$ cat src/rtl/button_conditioner_if.sv
// Signal bundle between the raw push buttons and the conditioned on/off request outputs.
interface button_conditioner_if;
    logic btn_on_raw;
    logic btn_off_raw;
    logic j;
    logic k;
    logic on_level;
    logic off_level;
    logic conflict;

    modport master (
        output btn_on_raw, btn_off_raw,
        input  j, k, on_level, off_level, conflict
    );

    modport slave (
        input  btn_on_raw, btn_off_raw,
        output j, k, on_level, off_level, conflict
    );
endinterface

$ cat src/rtl/button_conditioner.sv
// Synchronise, debounce and edge-detect two raw buttons into j/k request pulses,
// with OFF taking priority when both presses are accepted on the same edge.

// state           | meaning
// RELEASED        | level 0, input agrees, counter idle
// PRESS_PENDING   | level 0, input high, counting towards commit
// PRESSED         | level 1, input agrees, counter idle
// RELEASE_PENDING | level 1, input low, counting towards commit
module button_conditioner_chan #(
    parameter int DEBOUNCE_CYCLES = 1000,
    parameter int CNT_W           = 16
) (
    input  logic clk,
    input  logic reset,
    input  logic i_raw,
    output logic o_lvl,
    output logic o_rise
);
    // Encoding is {lvl, counting}, so bit 1 is the debounced level itself.
    typedef enum logic [1:0] {
        RELEASED        = 2'b00,
        PRESS_PENDING   = 2'b01,
        PRESSED         = 2'b10,
        RELEASE_PENDING = 2'b11
    } state_t;

    localparam logic [CNT_W-1:0] TC = CNT_W'(DEBOUNCE_CYCLES);

    logic [1:0]       r_sync;
    state_t           r_state;
    state_t           w_next_state;
    logic [CNT_W-1:0] r_cnt;
    logic [CNT_W-1:0] w_cnt_next;
    logic             w_s;
    logic             w_lvl;
    logic             w_rise;

    assign w_s   = r_sync[1];
    assign w_lvl = r_state[1];

    always_ff @(posedge clk) begin
        if (reset) begin
            r_sync  <= 2'b00;
            r_state <= RELEASED;
            r_cnt   <= '0;
        end else begin
            r_sync  <= {r_sync[0], i_raw};
            r_state <= w_next_state;
            r_cnt   <= w_cnt_next;
        end
    end

    always_comb begin
        w_next_state = r_state;
        w_cnt_next   = r_cnt;
        w_rise       = 1'b0;
        if (w_s == w_lvl) begin
            w_cnt_next   = '0;
            w_next_state = w_lvl ? PRESSED : RELEASED;
        end else if (r_cnt + 1'b1 == TC) begin
            w_cnt_next   = '0;
            w_next_state = w_s ? PRESSED : RELEASED;
            w_rise       = w_s;
        end else begin
            w_cnt_next   = r_cnt + 1'b1;
            w_next_state = w_lvl ? RELEASE_PENDING : PRESS_PENDING;
        end
    end

    assign o_lvl  = w_lvl;
    assign o_rise = w_rise;
endmodule

module button_conditioner #(
    parameter int DEBOUNCE_CYCLES = 1000,
    parameter int CNT_W           = 16
) (
    input  logic                  clk,
    input  logic                  reset,
    button_conditioner_if.slave   bus
);
    logic w_on_lvl;
    logic w_on_rise;
    logic w_off_lvl;
    logic w_off_rise;
    logic r_j;
    logic r_k;
    logic r_conflict;

    button_conditioner_chan #(
        .DEBOUNCE_CYCLES (DEBOUNCE_CYCLES),
        .CNT_W           (CNT_W)
    ) u_on (
        .clk    (clk),
        .reset  (reset),
        .i_raw  (bus.btn_on_raw),
        .o_lvl  (w_on_lvl),
        .o_rise (w_on_rise)
    );

    button_conditioner_chan #(
        .DEBOUNCE_CYCLES (DEBOUNCE_CYCLES),
        .CNT_W           (CNT_W)
    ) u_off (
        .clk    (clk),
        .reset  (reset),
        .i_raw  (bus.btn_off_raw),
        .o_lvl  (w_off_lvl),
        .o_rise (w_off_rise)
    );

    // OFF wins a same-edge tie so the load is never commanded on by a conflicting press.
    always_ff @(posedge clk) begin
        if (reset) begin
            r_j        <= 1'b0;
            r_k        <= 1'b0;
            r_conflict <= 1'b0;
        end else begin
            r_j        <= w_on_rise & ~w_off_rise;
            r_k        <= w_off_rise;
            r_conflict <= w_on_rise & w_off_rise;
        end
    end

    assign bus.j         = r_j;
    assign bus.k         = r_k;
    assign bus.conflict  = r_conflict;
    assign bus.on_level  = w_on_lvl;
    assign bus.off_level = w_off_lvl;
endmodule
$ cat src/flat_wrapper.sv
// flat-port wrapper written by rule: the top's interface ports become plain ports
module button_conditioner_flat 
#(
    parameter int DEBOUNCE_CYCLES = 1000,
    parameter int CNT_W           = 16
)
  (clk, reset, bus_btn_on_raw, bus_btn_off_raw, bus_j, bus_k, bus_on_level, bus_off_level, bus_conflict);
  button_conditioner_if bus_i ();
  input  logic clk;
  input  logic reset;
  input wire logic [$bits(bus_i.btn_on_raw)-1:0] bus_btn_on_raw;
  input wire logic [$bits(bus_i.btn_off_raw)-1:0] bus_btn_off_raw;
  output wire logic [$bits(bus_i.j)-1:0] bus_j;
  output wire logic [$bits(bus_i.k)-1:0] bus_k;
  output wire logic [$bits(bus_i.on_level)-1:0] bus_on_level;
  output wire logic [$bits(bus_i.off_level)-1:0] bus_off_level;
  output wire logic [$bits(bus_i.conflict)-1:0] bus_conflict;
  assign bus_i.btn_on_raw = bus_btn_on_raw;
  assign bus_i.btn_off_raw = bus_btn_off_raw;
  assign bus_j = bus_i.j;
  assign bus_k = bus_i.k;
  assign bus_on_level = bus_i.on_level;
  assign bus_off_level = bus_i.off_level;
  assign bus_conflict = bus_i.conflict;
  button_conditioner #(.DEBOUNCE_CYCLES(DEBOUNCE_CYCLES), .CNT_W(CNT_W)) u_core (.clk(clk), .reset(reset), .bus(bus_i));
endmodule
$ cat config.mk
export PLATFORM = sky130hd
export DESIGN_NAME = button_conditioner_flat
export DESIGN_NICKNAME = d
export VERILOG_FILES = /design/src/rtl/button_conditioner_if.sv /design/src/rtl/button_conditioner.sv /design/src/flat_wrapper.sv
export SDC_FILE = /design/constraint.sdc
export NUM_CORES = 1
export LEC_CHECK = 0
export CAP_MARGIN = 10
export CORE_MARGIN = 3
export CORE_UTILIZATION = 52
export DETAILED_ROUTE_END_ITERATION = 12
export HOLD_SLACK_MARGIN = 0.06
export PLACE_DENSITY = 0.7
export SLEW_MARGIN = 20
export SYNTH_ARGS = -nofsm -noshare
export SYNTH_HDL_FRONTEND = slang
export SYNTH_HIERARCHICAL = 1
export SYNTH_SLANG_ARGS = --single-unit
$ cat constraint.sdc
create_clock -name clk -period 3.4 [get_ports clk]
set_clock_uncertainty 0.1 [all_clocks]
set_input_delay 0.51 -clock clk [delete_from_list [all_inputs] [get_ports clk]]
set_output_delay 0.51 -clock clk [all_outputs]
set_load 0.05 [all_outputs]
==> results of run 1 <==
[sequential cells by signal (all words and copies together) (netlist names)]
signal                cells
u_core/bus.k              1
u_core/u_off/r_sync       2
u_core/u_on/r_cnt        16
u_core/bus.conflict       1
u_core/bus.j              1
u_core/u_on/r_state       1
u_core/u_off/r_cnt       16
u_core/u_on/r_sync        2
u_core/u_off/r_state      1
[power breakdown]
group	internal, uW	switching, uW	total [uW]	leakage, uW
registers	483	2.22	485	0.000331
logic	6.49	5.94	12.4	0.000429
clock network	142	175	317	0.0000439
total	631	183	814	0.000804
[area by class of cell]
class,instances,area (um^2)
Fill cell,379,1643
Multi-Input combinational cell,211,1450
Sequential cell,41,820.8
Timing Repair Buffer,10,95.09
Clock buffer,5,68.82
Tap cell,50,62.56
Clock inverter,3,17.52
Inverter,4,15.01
[logic make-up after synthesis]
| logic type | synth area share (%) |
|---|---|
| buffers and inverters | 3.303 |
| AOI/OAI and AO/OA | 9.589 |
| xor gates and xnor gates | 9.696 |
| adders and majority gates | 1.065 |
| muxes | 2.664 |
| and+or+nand+nor | 38.73 |
| DFF | 34.95 |
[worst max-delay path by stage]
stage	to	slack, ns	cells after the start
5_1_grt	u_core/bus.j$_SDFF_PP0_	0.31	9
2_1_floorplan	u_core/bus.conflict$_SDFF_PP0_	0.73	9
4_1_cts	u_core/bus.j$_SDFF_PP0_	0.60	9
3_3_place_gp	u_core/bus.conflict$_SDFF_PP0_	0.72	8
6_report	u_core/bus.j$_SDFF_PP0_	0.56	9
3_5_place_dp	u_core/bus.j$_SDFF_PP0_	0.60	9
[synth_stat cells, drive strengths merged (3+ instances only)]
cell / count / area share, %
a21oi: 8 / 1.7
nand3: 12 / 2.6
nor3b: 3 / 0.96
o21ai: 8 / 1.7
nor3: 24 / 5.1
inv: 4 / 0.64
nand4: 16 / 6.6
mux2i: 4 / 1.7
nand2b: 8 / 2.1
nor2: 22 / 3.5
and3b: 3 / 1.2
xor2: 14 / 5.2
a31o: 4 / 1.5
nor4: 8 / 3.4
buf: 8 / 1.7
nand2: 20 / 3.2
a211oi: 4 / 1.3
xnor2: 12 / 4.5
and4b: 4 / 1.8
clkbuf: 6 / 0.96
nor2b: 8 / 2.1
dfxtp: 41 / 35
[routing by layer]
metal / vias to the layer above / global-route usage [%]
met5: - / 0
met4: 0 / 6.148
met3: 6 / 4.132
met2: 55 / 24.63
met1: 849 / 29.35
li1: 989 / -
[stage by stage]
| step | power, uW | setup slack (ns) | utilization (%) | hold WS, ns | std cells |
|---|---|---|---|---|---|
| floorplan | 502.6 | 0.7296 | - | 0.3138 | 270 |
| CTS | 824.6 | 0.5991 | 60.63 | 0.3463 | 324 |
| global route | 842.9 | 0.3053 | 60.63 | 0.3653 | 324 |
| detailed placement | 508.7 | 0.6004 | 58.56 | 0.3287 | 316 |
| finish | 814.2 | 0.5590 | 60.63 | 0.3431 | 324 |
| global placement | 508.5 | 0.7155 | 58.56 | 0.3163 | 316 |
==> impl_metrics.env, run 1 <==
export IMPL_clk_pin_slew_worst_paths_ns=0.08
export IMPL_cp_cell_sequence="ha_1 > nand3_1 > nor3_1 > mux2_2 > o21ai_0 > nor4b_4 > buf_4 > and3b_1 > nor3b_1"
export IMPL_hold_class="register to register"
export IMPL_rsz0062_at_grt="false"
export IMPL_final_cell_mix="41 x dfxtp_1, 24 x nor3_1, 22 x nor2_1"
export IMPL_reg2reg_to="u_core/bus.j$_SDFF_PP0_"
export IMPL_async_flop_share_pct=0
export IMPL_dr_wl_met3_um=235
export IMPL_cpLargestDelayFamily="simple AND/OR/NAND/NOR gates"
export IMPL_layout_commonest_cell="dfxtp_1"
export IMPL_wl_met1_um=2489
export IMPL_ys_types=42
export IMPL_period_minus_slack_ns=2.841
export IMPL_clock_path_buffers=2
export IMPL_cts_root_buf="clkbuf_8"
export IMPL_vias_per_cell=5.861
export IMPL_worst_slew_pin_slew_ns=0.6432
export IMPL_routed_top_layer="met4"
export IMPL_synth_nets=276
export IMPL_r2r_setup_slack_ns=0.56
export IMPL_fmax_ghz=0.3520
export IMPL_arrival_ns=2.96
export IMPL_track_usage_pct=18.69
export IMPL_synthesis_area_um2=2349
export IMPL_die_h_um=73.21
export IMPL_drive_above_1_share_pct=11.68
export IMPL_dr_wl_met2_um=1742
export IMPL_grt_pass1_wl_um=7769
export IMPL_overflow=0
export IMPL_cts_htree_levels=2
export IMPL_cp_start_kind="register"
export IMPL_worst_endpoint_required_ns=3.52
export IMPL_numCtsBuffers=5
export IMPL_maxSlewViolCount=0
export IMPL_area_growth_pct=7.725
export IMPL_yosys_warnings=6
export IMPL_slowest_stage="dfxtp_1"
export IMPL_ioPinCount=9
export IMPL_first_iter_violations=200
export IMPL_p_per_area_nw_per_um2=321.8
export IMPL_synth_edf_count=0
export IMPL_hold_path_end="u_core/u_off/r_sync[1]$_SDFF_PP0_"
export IMPL_reg2regPathDepth=9
export IMPL_clkLatencyLatePin_ns=0.30
export IMPL_cap_violations=0
export IMPL_num_rows=23
export IMPL_status="completed"
export IMPL_placed_cell_area_um2=2444
export IMPL_globalplace_congestion=0.8727
export IMPL_postSynthCellCount=270
export IMPL_grt_pass1_vias=1625
export IMPL_p_leak_uw=0.0008040
export IMPL_critical_path_class="register to register"
export IMPL_io_buffers=8
export IMPL_hold_viol_final=0
export IMPL_synth_seq_cells=41
export IMPL_wl_per_cell_um=13.98
export IMPL_crit_fanout=9
export IMPL_clock_sinks=41
export IMPL_core_um2=4173
export IMPL_drc=0
export IMPL_dr_total_vias=1899
export IMPL_final_net_count=279
export IMPL_hold_path_depth=1
export IMPL_cpPeakStageDelay_ns=0.44
export IMPL_synth_flop_cell="dfxtp_1"
export IMPL_detail_route_antenna_nets=0
export IMPL_seq_area_frac_synth_pct=34.95
export IMPL_slew_headroom_pct=57.12
export IMPL_peakVddDrop_mv=0.2440
export IMPL_ctsHoldBuffers=0
export IMPL_cts_tree="done"
export IMPL_final_area_um2=2530
export IMPL_post_cts_resized=0
export IMPL_antenna_found_initial=0
export IMPL_rr_startpoint="u_core/u_on/r_cnt[0]$_SDFF_PP0_"
export IMPL_cp_end_kind="register"
export IMPL_post_synth_cell_area_avg_um2=8.698
export IMPL_drt_total_wl_um=4531
export IMPL_post_cts_setup_buffers=0
export IMPL_dp_hpwl_um=3198
export IMPL_setup_tns_final_ns=0
export IMPL_die_x_um=73.21
export IMPL_min_from="u_core/u_off/r_sync[0]$_SDFF_PP0_"
export IMPL_grt_max_degree=17
export IMPL_setup_violations=0
export IMPL_timing_final_crit_share_pct=83.56
export IMPL_dieArea_um2=5359
export IMPL_firstDrtPassIters=4
export IMPL_critPathLaunch="u_core/u_on/r_cnt[0]$_SDFF_PP0_"
export IMPL_initial_core_util_pct=56.28
export IMPL_insertedDiodeCount=0
export IMPL_critical_path_buf_inv_count=1
Power figures use the tool's default switching activity.
==> inputs of run 2 (changes only) <==
- clock period: 3.4 -> 2.8 ns (I/O delays scaled with it)
==> impl_metrics.env, run 2 (same netlist as run 1, synthesis figures left out) <==
export IMPL_crit_end="u_core/bus.conflict$_SDFF_PP0_"
export IMPL_num_rows=23
export IMPL_wl_per_cell_um=13.90
export IMPL_cts_tree="done"
export IMPL_track_usage_pct=18.05
export IMPL_grt_pass1_wl_um=7583
export IMPL_dr_wl_met3_um=156
export IMPL_status="completed"
export IMPL_maxSlewViolCount=0
export IMPL_routed_top_layer="met4"
export IMPL_overflow=0
export IMPL_clkLatencyLatePin_ns=0.29
export IMPL_drc=0
export IMPL_area_growth_pct=10.44
export IMPL_vias_per_cell=5.774
export IMPL_globalplace_congestion=0.8845
export IMPL_hold_viol_final=0
export IMPL_ctsHoldBuffers=0
export IMPL_largestRegisters="u_core/u_off/r_cnt x16, u_core/u_on/r_cnt x16"
export IMPL_grt_max_degree=17
export IMPL_dp_hpwl_um=3244
export IMPL_detail_route_antenna_nets=0
export IMPL_drt_total_wl_um=4545
export IMPL_slew_headroom_pct=58.58
export IMPL_arrival_ns=2.77
export IMPL_fmax_ghz=0.3804
export IMPL_p_leak_uw=0.0008324
export IMPL_antenna_found_initial=0
export IMPL_cpPeakStageDelay_ns=0.48
export IMPL_peakVddDrop_mv=0.2559
export IMPL_setup_violations=0
export IMPL_io_buffers=8
export IMPL_dr_wl_met2_um=1889
export IMPL_slowest_stage="nor4_4"
export IMPL_clock_path_buffers=2
export IMPL_cts_root_buf="clkbuf_8"
export IMPL_p_per_area_nw_per_um2=419.7
export IMPL_holdWs_ns=0.3542
export IMPL_finalCoreUtilization_pct=62.16
export IMPL_crit_fanout=11
export IMPL_clk_pin_slew_worst_paths_ns=0.08
export IMPL_reg2reg_to="u_core/bus.conflict$_SDFF_PP0_"
export IMPL_layout_commonest_cell="dfxtp_1"
export IMPL_fin_ws_ns=0.1709
export IMPL_drive_above_1_share_pct=13.00
export IMPL_dr_total_vias=1888
export IMPL_grt_pass1_vias=1634
export IMPL_rr_startpoint="u_core/u_off/r_cnt[4]$_SDFF_PP0_"
export IMPL_numCtsBuffers=5
export IMPL_cp_cell_sequence="nand3_1 > nor4_4 > a31o_2 > nand4_2 > nor4b_4 > and3b_1 > and3b_2"
export IMPL_clock_sinks=41
export IMPL_post_cts_setup_buffers=0
export IMPL_hold_class="register to register"
export IMPL_wl_met1_um=2469
export IMPL_ioPinCount=9
export IMPL_cp_end_kind="register"
export IMPL_r2r_setup_slack_ns=0.17
export IMPL_cts_htree_levels=2
export IMPL_worst_slew_pin_slew_ns=0.6213
export IMPL_final_net_count=282
export IMPL_first_iter_violations=131
export IMPL_cp_start_kind="register"
export IMPL_critical_path_class="register to register"
export IMPL_period_minus_slack_ns=2.629
export IMPL_die_x_um=73.21
export IMPL_reg2regPathDepth=7
export IMPL_insertedDiodeCount=0
export IMPL_initial_core_util_pct=56.28
export IMPL_preCtsSetupSlack_ns=0.2254
export IMPL_die_h_um=73.21
export IMPL_dieArea_um2=5359
export IMPL_final_cell_mix="41 x dfxtp_1, 24 x nor3_1, 22 x nor2_1"
export IMPL_worst_endpoint_required_ns=2.94
export IMPL_cap_violations=0
export IMPL_post_cts_resized=0
export IMPL_critPathLaunch="u_core/u_off/r_cnt[4]$_SDFF_PP0_"
export IMPL_firstDrtPassIters=6
export IMPL_timing_final_crit_share_pct=93.90
export IMPL_core_um2=4173
==> run 2: per-layer routing <==
layer | global-route usage, % | up-vias
met3 | 4.821 | 5
met2 | 25.52 | 30
met5 | 0 | -
li1 | - | 995
met4 | 3.689 | 0
met1 | 27.27 | 858
==> run 2: worst min path at each step <==
stage                                       from                                 to  slack, ns  depth (start not counted)
2_1_floorplan  u_core/u_off/r_sync[0]$_SDFF_PP0_  u_core/u_off/r_sync[1]$_SDFF_PP0_       0.31                          1
3_3_place_gp    u_core/u_on/r_sync[0]$_SDFF_PP0_   u_core/u_on/r_sync[1]$_SDFF_PP0_       0.33                          1
3_5_place_dp    u_core/u_on/r_sync[0]$_SDFF_PP0_   u_core/u_on/r_sync[1]$_SDFF_PP0_       0.33                          1
4_1_cts        u_core/u_off/r_sync[0]$_SDFF_PP0_  u_core/u_off/r_sync[1]$_SDFF_PP0_       0.36                          1
5_1_grt        u_core/u_off/r_sync[0]$_SDFF_PP0_  u_core/u_off/r_sync[1]$_SDFF_PP0_       0.36                          1
6_report       u_core/u_off/r_sync[0]$_SDFF_PP0_  u_core/u_off/r_sync[1]$_SDFF_PP0_       0.35                          1
==> run 2: cell type report <==
type	instances	area [um^2]
fillers	352	1579
multi-input cells	211	1461
flip-flops and latches	41	820.8
repair buffers	13	117.6
clock buffers	7	86.33
well taps	50	62.56
clock inverters	1	30.03
inverters	4	15.01
==> run 2: power breakdown <==
group	leakage, uW	switching [uW]	internal (uW)
sequential	0.000331	2.73	586
clock	0.0000585	195	291
combinational	0.000443	6.95	7.85
==> run 2: critical path, delay by kind of cell (launching register included) <==
family / cells / cell delay (ns)
AOI/OAI and AO/OA: 1 / 0.26
and+or+nand+nor: 6 / 1.76
DFF: 1 / 0.47
==> run 2: through the flow <==
stage	power [uW]	area (um^2)	TNS, ns	cells
3_3_place_gp	617.6	2466	0	319
3_5_place_dp	617.6	2466	0	319
4_1_cts	1106	2582	0	327
2_1_floorplan	610.3	2349	0	270
6_report	1089	2594	0	327
5_1_grt	1131	2594	-0.01259	327
==> inputs of run 3 (changes only) <==
- CORE_UTILIZATION: 52 -> 60
- PLACE_DENSITY: 0.7 -> 0.79
==> impl_metrics.env, run 3 (same netlist as run 1, synthesis figures left out) <==
export IMPL_status="completed"
export IMPL_die_h_um=68.57
export IMPL_ioPinCount=9
export IMPL_hold_class="register to register"
export IMPL_dieArea_um2=4701
export IMPL_fin_ws_ns=0.2230
export IMPL_post_cts_setup_buffers=0
export IMPL_cpLargestDelayFamily="simple AND/OR/NAND/NOR gates"
export IMPL_setup_tns_final_ns=0
export IMPL_largestRegisters="u_core/u_off/r_cnt x16, u_core/u_on/r_cnt x16"
export IMPL_globalplace_congestion=0.8483
export IMPL_p_per_area_nw_per_um2=377.0
export IMPL_cp_end_kind="register"
export IMPL_critical_path_buf_inv_count=0
export IMPL_post_cts_resized=0
export IMPL_clock_sinks=41
export IMPL_maxSlewViolCount=0
export IMPL_io_buffers=8
export IMPL_critical_path_class="register to register"
export IMPL_final_net_count=282
export IMPL_peakVddDrop_mv=0.3257
export IMPL_antenna_found_initial=0
export IMPL_cp_cell_sequence="ha_2 > nand3_1 > nor4_1 > xnor2_1 > nand4_2 > nor4b_4 > and3b_1 > nor3b_1"
export IMPL_drt_total_wl_um=4759
export IMPL_die_x_um=68.57
export IMPL_period_minus_slack_ns=2.577
export IMPL_slowest_stage="dfxtp_1"
export IMPL_layout_commonest_cell="dfxtp_1"
export IMPL_core_um2=3716
export IMPL_dr_total_vias=1977
export IMPL_worst_endpoint_required_ns=2.90
export IMPL_r2r_setup_slack_ns=0.22
export IMPL_numCtsBuffers=5
export IMPL_detail_route_antenna_nets=0
export IMPL_clk_pin_slew_worst_paths_ns=0.07
export IMPL_dp_cells=317
export IMPL_drc=0
export IMPL_placed_cell_area_um2=2464
export IMPL_reg2regPathDepth=8
export IMPL_dp_hpwl_um=3325
export IMPL_clock_path_buffers=2
export IMPL_rr_startpoint="u_core/u_on/r_cnt[0]$_SDFF_PP0_"
export IMPL_timing_final_crit_share_pct=92.04
export IMPL_crit_fanout=7
export IMPL_p_leak_uw=0.0008107
export IMPL_vias_per_cell=6.121
export IMPL_fmax_ghz=0.3880
export IMPL_holdWs_ns=0.3449
export IMPL_clkLatencyLatePin_ns=0.29
export IMPL_rsz0062_at_grt="false"
export IMPL_firstDrtPassIters=4
export IMPL_final_area_um2=2545
export IMPL_first_iter_violations=120
export IMPL_fin_cells=323
export IMPL_cts_tree="done"
export IMPL_critPathLaunch="u_core/u_on/r_cnt[0]$_SDFF_PP0_"
export IMPL_cp_start_kind="register"
export IMPL_area_growth_pct=8.364
export IMPL_initial_core_util_pct=63.20
export IMPL_setup_violations=0
export IMPL_num_rows=22
export IMPL_grt_pass1_vias=1667
export IMPL_cpPeakStageDelay_ns=0.46
export IMPL_reg2reg_to="u_core/bus.j$_SDFF_PP0_"
export IMPL_arrival_ns=2.68
export IMPL_overflow=0
export IMPL_cts_htree_levels=2
export IMPL_final_cell_mix="41 x dfxtp_1, 24 x nor3_1, 22 x nor2_1"
export IMPL_insertedDiodeCount=0
export IMPL_preCtsSetupSlack_ns=0.1710
export IMPL_grt_max_degree=17
export IMPL_path_depth=8
export IMPL_wl_per_cell_um=14.73
export IMPL_ctsHoldBuffers=0
export IMPL_track_usage_pct=21.74
export IMPL_slew_headroom_pct=55.71
export IMPL_crit_end="u_core/bus.j$_SDFF_PP0_"
export IMPL_drive_above_1_share_pct=12.73
export IMPL_hold_viol_final=0
export IMPL_worst_slew_pin_slew_ns=0.6644
export IMPL_cts_root_buf="clkbuf_8"
export IMPL_grt_pass1_wl_um=7659
export IMPL_cap_violations=0
-- run 3: cell count changes in the layout (fill, tap and decap cells not counted) --
cell and delta:
bufinv_16 -1, clkbuf_1 -1, clkbuf_8 -1, clkinv_2 +1, ha_1 -1, ha_2 +1
nor4_1 +1, nor4_2 -1
-- run 3: where the power goes --
group,switching [uW],leakage [uW],internal (uW)
clock network,191,0.0000399,164
registers,2.84,0.000331,586
logic,7.45,0.000440,7.86
-- run 3: cell type report --
cell class / count / area [um^2]
sequential: 41 / 820.8
fill: 318 / 1171
timing repair buffer: 13 / 117.6
clock inverter: 1 / 5.005
tap: 48 / 60.06
clock buffer: 5 / 68.82
inverter: 4 / 15.01
multi-input combinational: 211 / 1458
-- run 3: worst register-to-register path: stages, from the launching register on --
cell and delay [ns]:
dfxtp_1 0.46, ha_2 0.31, nand3_1 0.19, nor4_1 0.33, xnor2_1 0.22, nand4_2 0.16
nor4b_4 0.32, and3b_1 0.21, nor3b_1 0.19
-- run 3: metrics by stage --
stage / total power, uW / utilization (%)
finish: 959.4 / 68.48
global route: 990.7 / 68.48
CTS: 966.2 / 68.28
detailed placement: 617.8 / 66.30
global placement: 617.4 / 66.30
floorplan: 610.3 / -
-- run 3: metal layers --
| metal | up-vias | GRT usage, % | routed length, um |
|---|---|---|---|
| met5 | - | 0 | 0 |
| met4 | 0 | 7.196 | 81 |
| met3 | 11 | 4.862 | 178 |
| met2 | 47 | 29.92 | 1954 |
| met1 | 932 | 32.90 | 2545 |
| li1 | 987 | - | - |
-- run 3: how the worst min path moves through the flow --
stage | cells past startpoint | start | end
2_1_floorplan | 1 | u_core/u_off/r_sync[0]$_SDFF_PP0_ | u_core/u_off/r_sync[1]$_SDFF_PP0_
3_3_place_gp | 1 | u_core/u_off/r_sync[0]$_SDFF_PP0_ | u_core/u_off/r_sync[1]$_SDFF_PP0_
3_5_place_dp | 1 | u_core/u_on/r_sync[0]$_SDFF_PP0_ | u_core/u_on/r_sync[1]$_SDFF_PP0_
4_1_cts | 1 | u_core/u_off/r_sync[0]$_SDFF_PP0_ | u_core/u_off/r_sync[1]$_SDFF_PP0_
5_1_grt | 1 | u_core/u_on/r_sync[0]$_SDFF_PP0_ | u_core/u_on/r_sync[1]$_SDFF_PP0_
6_report | 1 | u_core/u_on/r_sync[0]$_SDFF_PP0_ | u_core/u_on/r_sync[1]$_SDFF_PP0_
==> variant 1, RTL diff (config.mk and constraints of run 1) <==
`CNT_W` is set to 16 in 3 places; all go to 18.
--- a/src/rtl/button_conditioner.sv
+++ b/src/rtl/button_conditioner.sv
@@ -8,7 +8,7 @@
 // RELEASE_PENDING | level 1, input low, counting towards commit
 module button_conditioner_chan #(
     parameter int DEBOUNCE_CYCLES = 1000,
-    parameter int CNT_W           = 16
+    parameter int CNT_W           = 18
 ) (
     input  logic clk,
     input  logic reset,
@@ -73,7 +73,7 @@
 
 module button_conditioner #(
     parameter int DEBOUNCE_CYCLES = 1000,
-    parameter int CNT_W           = 16
+    parameter int CNT_W           = 18
 ) (
     input  logic                  clk,
     input  logic                  reset,
--- a/src/flat_wrapper.sv
+++ b/src/flat_wrapper.sv
@@ -2,7 +2,7 @@
 module button_conditioner_flat 
 #(
     parameter int DEBOUNCE_CYCLES = 1000,
-    parameter int CNT_W           = 16
+    parameter int CNT_W           = 18
 )
   (clk, reset, bus_btn_on_raw, bus_btn_off_raw, bus_j, bus_k, bus_on_level, bus_off_level, bus_conflict);
   button_conditioner_if bus_i ();
Behaviour: no difference found for any inputs over 10 cycles, from zero or initial values and one cycle with reset high; that may be too few to reach the edited logic, so the function may still have changed.
==> variant 1 against run 1 <==
Core utilization down 3.6 points. Routed wire length up 7.6%. Total power up 7.2%. Sequential cell count up 4. Final area up 7.2%. Synthesized area up 10%. Count of clock-buffer cells in the layout unchanged. Non-clock buffer count unchanged. Critical endpoint is now u_core/bus.conflict. Setup slack better by 0.20 ns.
==> variant 1: results (changes against run 1) <==
Run status
The run finished with clean final reports.

GRT
The via count of the first global-routing pass came to 1,816 (+12%). The global-route wire length before repair came to 8.714 mm (+12%). The routing usage on met2 is 27.50% (+2.9 points). The met3 track demand over resource in global routing is 3.546% (-0.59 points).

The met1 layer usage reported by global route is 25.70% (-3.7 points). The maximum number of pins on one net before global-route repair is 19 (+2).

Synthesis
The sequential fraction of the synthesis area is 34.77% (-0.18 points). By area the synthesized netlist is led by sky130_fd_sc_hd__dfxtp_1 (35%), sky130_fd_sc_hd__xnor2_1 (8.1%), sky130_fd_sc_hd__xor2_1 (5.4%). The instance count of the mapped netlist is 278 (+3.0%).

The synthesized netlist net count is 286 (+3.6%). The commonest cells after synthesis are sky130_fd_sc_hd__dfxtp_1 (45), sky130_fd_sc_hd__nor3_1 (26), sky130_fd_sc_hd__xnor2_1 (24).

Power
The static leakage came to 0.9308 nW (+16%).

Place
The placer's final routability congestion estimate is 0.9009 (+3.2%). The placed wire-length estimate after detailed placement came to 3.340 mm (+4.4%). The pre-CTS setup slack was 0.8244 ns (+0.2240 ns). The area of placed instances was 2625 sq um (+7.4%).

Finish
The area growth from synthesis to layout is 4.635%. The layout cell share with drive strength beyond 1 is 13.77% (+2.1 points). The largest registers in the layout are u_core/u_off/r_cnt: 18 flops, u_core/u_on/r_cnt: 18 flops. The filler cell count in the final layout is 443 (+17%).

Routing
The average routed wire per standard cell is 14.22 um (+1.7%). The initial DRC count is 197 (-1.5%). The vias after detailed routing is 1,926 (+1.4%).

Timing
The slew at the pin with the worst max-slew slack is 0.7319 ns (+0.08862 ns).

Clocking
The root buffer selected by CTS is sky130_fd_sc_hd__clkbuf_8.
-- variant 1: cell types whose count changed in the layout (fill, tap and decap cells not counted), sizes merged, moves of 6 or more --
cell,run 1,this run
nand2b,8,2
xnor2,12,24
and3,2,12
nor3,24,32
nand2,20,14
nand4,16,10
-- variant 1: worst paths after layout --
kind	from	to	slack, ns	depth (start not counted)
setup / recovery	u_core/u_off/r_cnt[0]	u_core/bus.conflict	0.76	8
hold / removal	u_core/u_on/r_sync[0]	u_core/u_on/r_sync[1]	0.36	1
hold reg to reg	u_core/u_on/r_sync[0]	u_core/u_on/r_sync[1]	0.36	1
setup reg to reg	u_core/u_off/r_cnt[0]	u_core/bus.conflict	0.76	8
-- variant 1: area by class of cell --
cell class                      count  area share, %
Timing Repair Buffer               10          3.507
Clock buffer                        5          2.538
Clock inverter                      3         0.6461
Multi-Input combinational cell    211          56.71
Sequential cell                    45          33.23
Inverter                            2         0.2769
Tap cell                           67          3.092
-- variant 1: kinds of logic after synthesis --
family | synth area share, %
and+or+nand+nor | 36.26
DFF | 34.77
xor gates and xnor gates | 13.52
AOI/OAI and AO/OA | 7.629
buffers and inverters | 5.891
adders and majority gates | 1.932
-- variant 1: per-layer routing --
metal  routed length, um  up-vias  part of all wire [%]
met1                2558      894                    52
met3                 181        2                   3.7
met2                2112       37                    43
met5                   0        -                     0
met4                  24        0                  0.49
li1                    -      993                     -
-- variant 1: power by group --
part,internal [mW],total [mW],switching [mW]
clock,0.142,0.329,0.187
sequential,0.529,0.531,0.00177
combinational,0.00591,0.0126,0.00672
total,0.677,0.873,0.195
==> variant 2, RTL diff (settings of run 1) <==
Made on the original files. Reset style: asynchronous (`reset`), changed in 2 clocked blocks.
--- a/src/rtl/button_conditioner.sv
+++ b/src/rtl/button_conditioner.sv
@@ -38,7 +38,7 @@
     assign w_s   = r_sync[1];
     assign w_lvl = r_state[1];
 
-    always_ff @(posedge clk) begin
+    always_ff @(posedge clk or posedge reset) begin
         if (reset) begin
             r_sync  <= 2'b00;
             r_state <= RELEASED;
@@ -110,7 +110,7 @@
     );
 
     // OFF wins a same-edge tie so the load is never commanded on by a conflicting press.
-    always_ff @(posedge clk) begin
+    always_ff @(posedge clk or posedge reset) begin
         if (reset) begin
             r_j        <= 1'b0;
             r_k        <= 1'b0;
Formal check against the unedited RTL: same outputs for any inputs over 10 cycles, from zero or initial values and one cycle with reset high; that may be too few to reach the edited logic, so the function may still have changed.
==> variant 2 against run 1 <==
Final area shrank 2.9%. Cell count shrank 14%. Hold slack lost 0.091 ns. Routed wire length shrank 14%. Sequential share of layout area grew 9.3 points. Setup slack gained 0.24 ns. Sequential cell count is the same. Synthesized area shrank 6.4%. Highest routed layer unchanged.
Power is not compared: it rests on default switching activity, and its combinational part moved more than twofold at a synthesized area within 25%.
==> variant 2: results (changes against run 1) <==
GRT
The overall fraction of global-route tracks in use is 17.81% (-0.88 points). The maximum number of pins on one net before global-route repair is 20 (+3). The global-route wire length before repair came to 7.141 mm (-8.1%).

Synthesis
By area the synthesized netlist is led by sky130_fd_sc_hd__dfrtp_1 (47%), sky130_fd_sc_hd__xnor2_1 (8.0%), sky130_fd_sc_hd__nor3_1 (5.0%). The synthesized netlist net count is 222 (-20%). The async set-or-reset flop fraction in the synthesized netlist is 100.0% (+100 points). The number of unique standard cell types used by synthesis was 36 (-14%).

The number of warnings printed during yosys synthesis was 6 (unchanged). The sequential fraction of the synthesis area is 46.70% (+12 points). After synthesis, the most frequently instantiated cells are sky130_fd_sc_hd__dfrtp_1 (41), sky130_fd_sc_hd__nor2_1 (28), sky130_fd_sc_hd__nor3_1 (22). In the synthesized netlist the dominant register cell turns out to be sky130_fd_sc_hd__dfrtp_1.

The post-synthesis average cell area was 10.17 sq um (+17%).

Routing
The average routed wire per standard cell was 13.97 um (-0.12%). The vias after detailed routing is 1,612 (-15%). The initial DRC count is 110 (-45%).

Finish
The non-filler instance count after layout is 280 (-14%). The layout cell share with drive strength beyond 1 is 13.04% (+1.4 points). The filler cell count in the final layout is 357 (-5.8%).

The final layout net count is 235 (-16%).

Place
The area of placed instances is 2337 sq um (-4.4%). The number of instances in the placed design is 272 (-14%). The pre-CTS setup slack is 0.7911 ns (+0.1906 ns).

Clocking
The root buffer selected by CTS is sky130_fd_sc_hd__clkbuf_8.

Setup path
The endpoint arrival time on the critical path is 2.68 ns (-0.28 ns). The slowest stage of the critical path is the sky130_fd_sc_hd__dfrtp_1 cell.

Run status
The run finished with clean final reports.
-- variant 2: cell types whose count changed after synthesis, moves of 6 or more --
cell / delta
sky130_fd_sc_hd__buf_2: -6
sky130_fd_sc_hd__dfxtp_1: -41
sky130_fd_sc_hd__nor2b_1: -8
sky130_fd_sc_hd__nand2_1: -8
sky130_fd_sc_hd__dfrtp_1: +41
sky130_fd_sc_hd__a21oi_1: -6
sky130_fd_sc_hd__xnor2_1: +8
sky130_fd_sc_hd__nand2b_1: -8
sky130_fd_sc_hd__nor2_1: +6
sky130_fd_sc_hd__o21ai_0: -6
-- variant 2: cell type report --
cell class	count	area, sq um	area share [%]
clock buffers	6	82.58	3.360
clock inverters	2	37.54	1.527
inverters	3	11.26	0.4582
multi-input cells	168	1142	46.49
flip-flops and latches	41	1026	41.75
well taps	50	62.56	2.546
repair buffers	10	95.09	3.870
-- variant 2: layer usage --
layer | wire [um] | share of wire [%] | global-route usage (%)
met1 | 2048 | 52 | 26.59
met2 | 1682 | 43 | 25.13
met3 | 137 | 3.5 | 4.545
met4 | 43 | 1.1 | 6.263
met5 | 0 | 0 | 0
-- variant 2: kinds of logic after synthesis --
logic type / count (synthesis) / share of synthesized area, %
buf+inv: 7 / 1.310
flops: 41 / 46.70
compound gates: 18 / 7.175
simple gates: 114 / 29.90
mux: 2 / 1.025
xor+xnor: 32 / 12.76
fa+ha+maj: 2 / 1.139
-- variant 2: final timing paths --
path | to | from | slack, ns | cells after the start
worst max-delay path | u_core/bus.j | u_core/u_off/r_cnt[0] | 0.80 | 8
worst min-delay path | u_core/u_on/r_sync[1] | u_core/u_on/r_sync[0] | 0.25 | 0
worst max register to register | u_core/bus.j | u_core/u_off/r_cnt[0] | 0.80 | 8
worst min register to register | u_core/u_on/r_sync[1] | u_core/u_on/r_sync[0] | 0.25 | 0
max in group asynchronous | u_core/u_off/r_cnt[15] | reset | 2.15 | 2
min in group asynchronous | u_core/bus.conflict | reset | 0.33 | 2
-- variant 2: power by group through the flow --
| stage | logic [mW] | clock network, mW | registers, mW |
|---|---|---|---|
| 4_1_cts | 0.0391 | 0.417 | 0.503 |
| 6_report | 0.0377 | 0.406 | 0.503 |
| 5_1_grt | 0.0436 | 0.436 | 0.505 |
| 3_5_place_dp | 0.0390 | 0 | 0.513 |
| 2_1_floorplan | 0.0265 | 0 | 0.511 |
| 3_3_place_gp | 0.0381 | 0 | 0.512 |
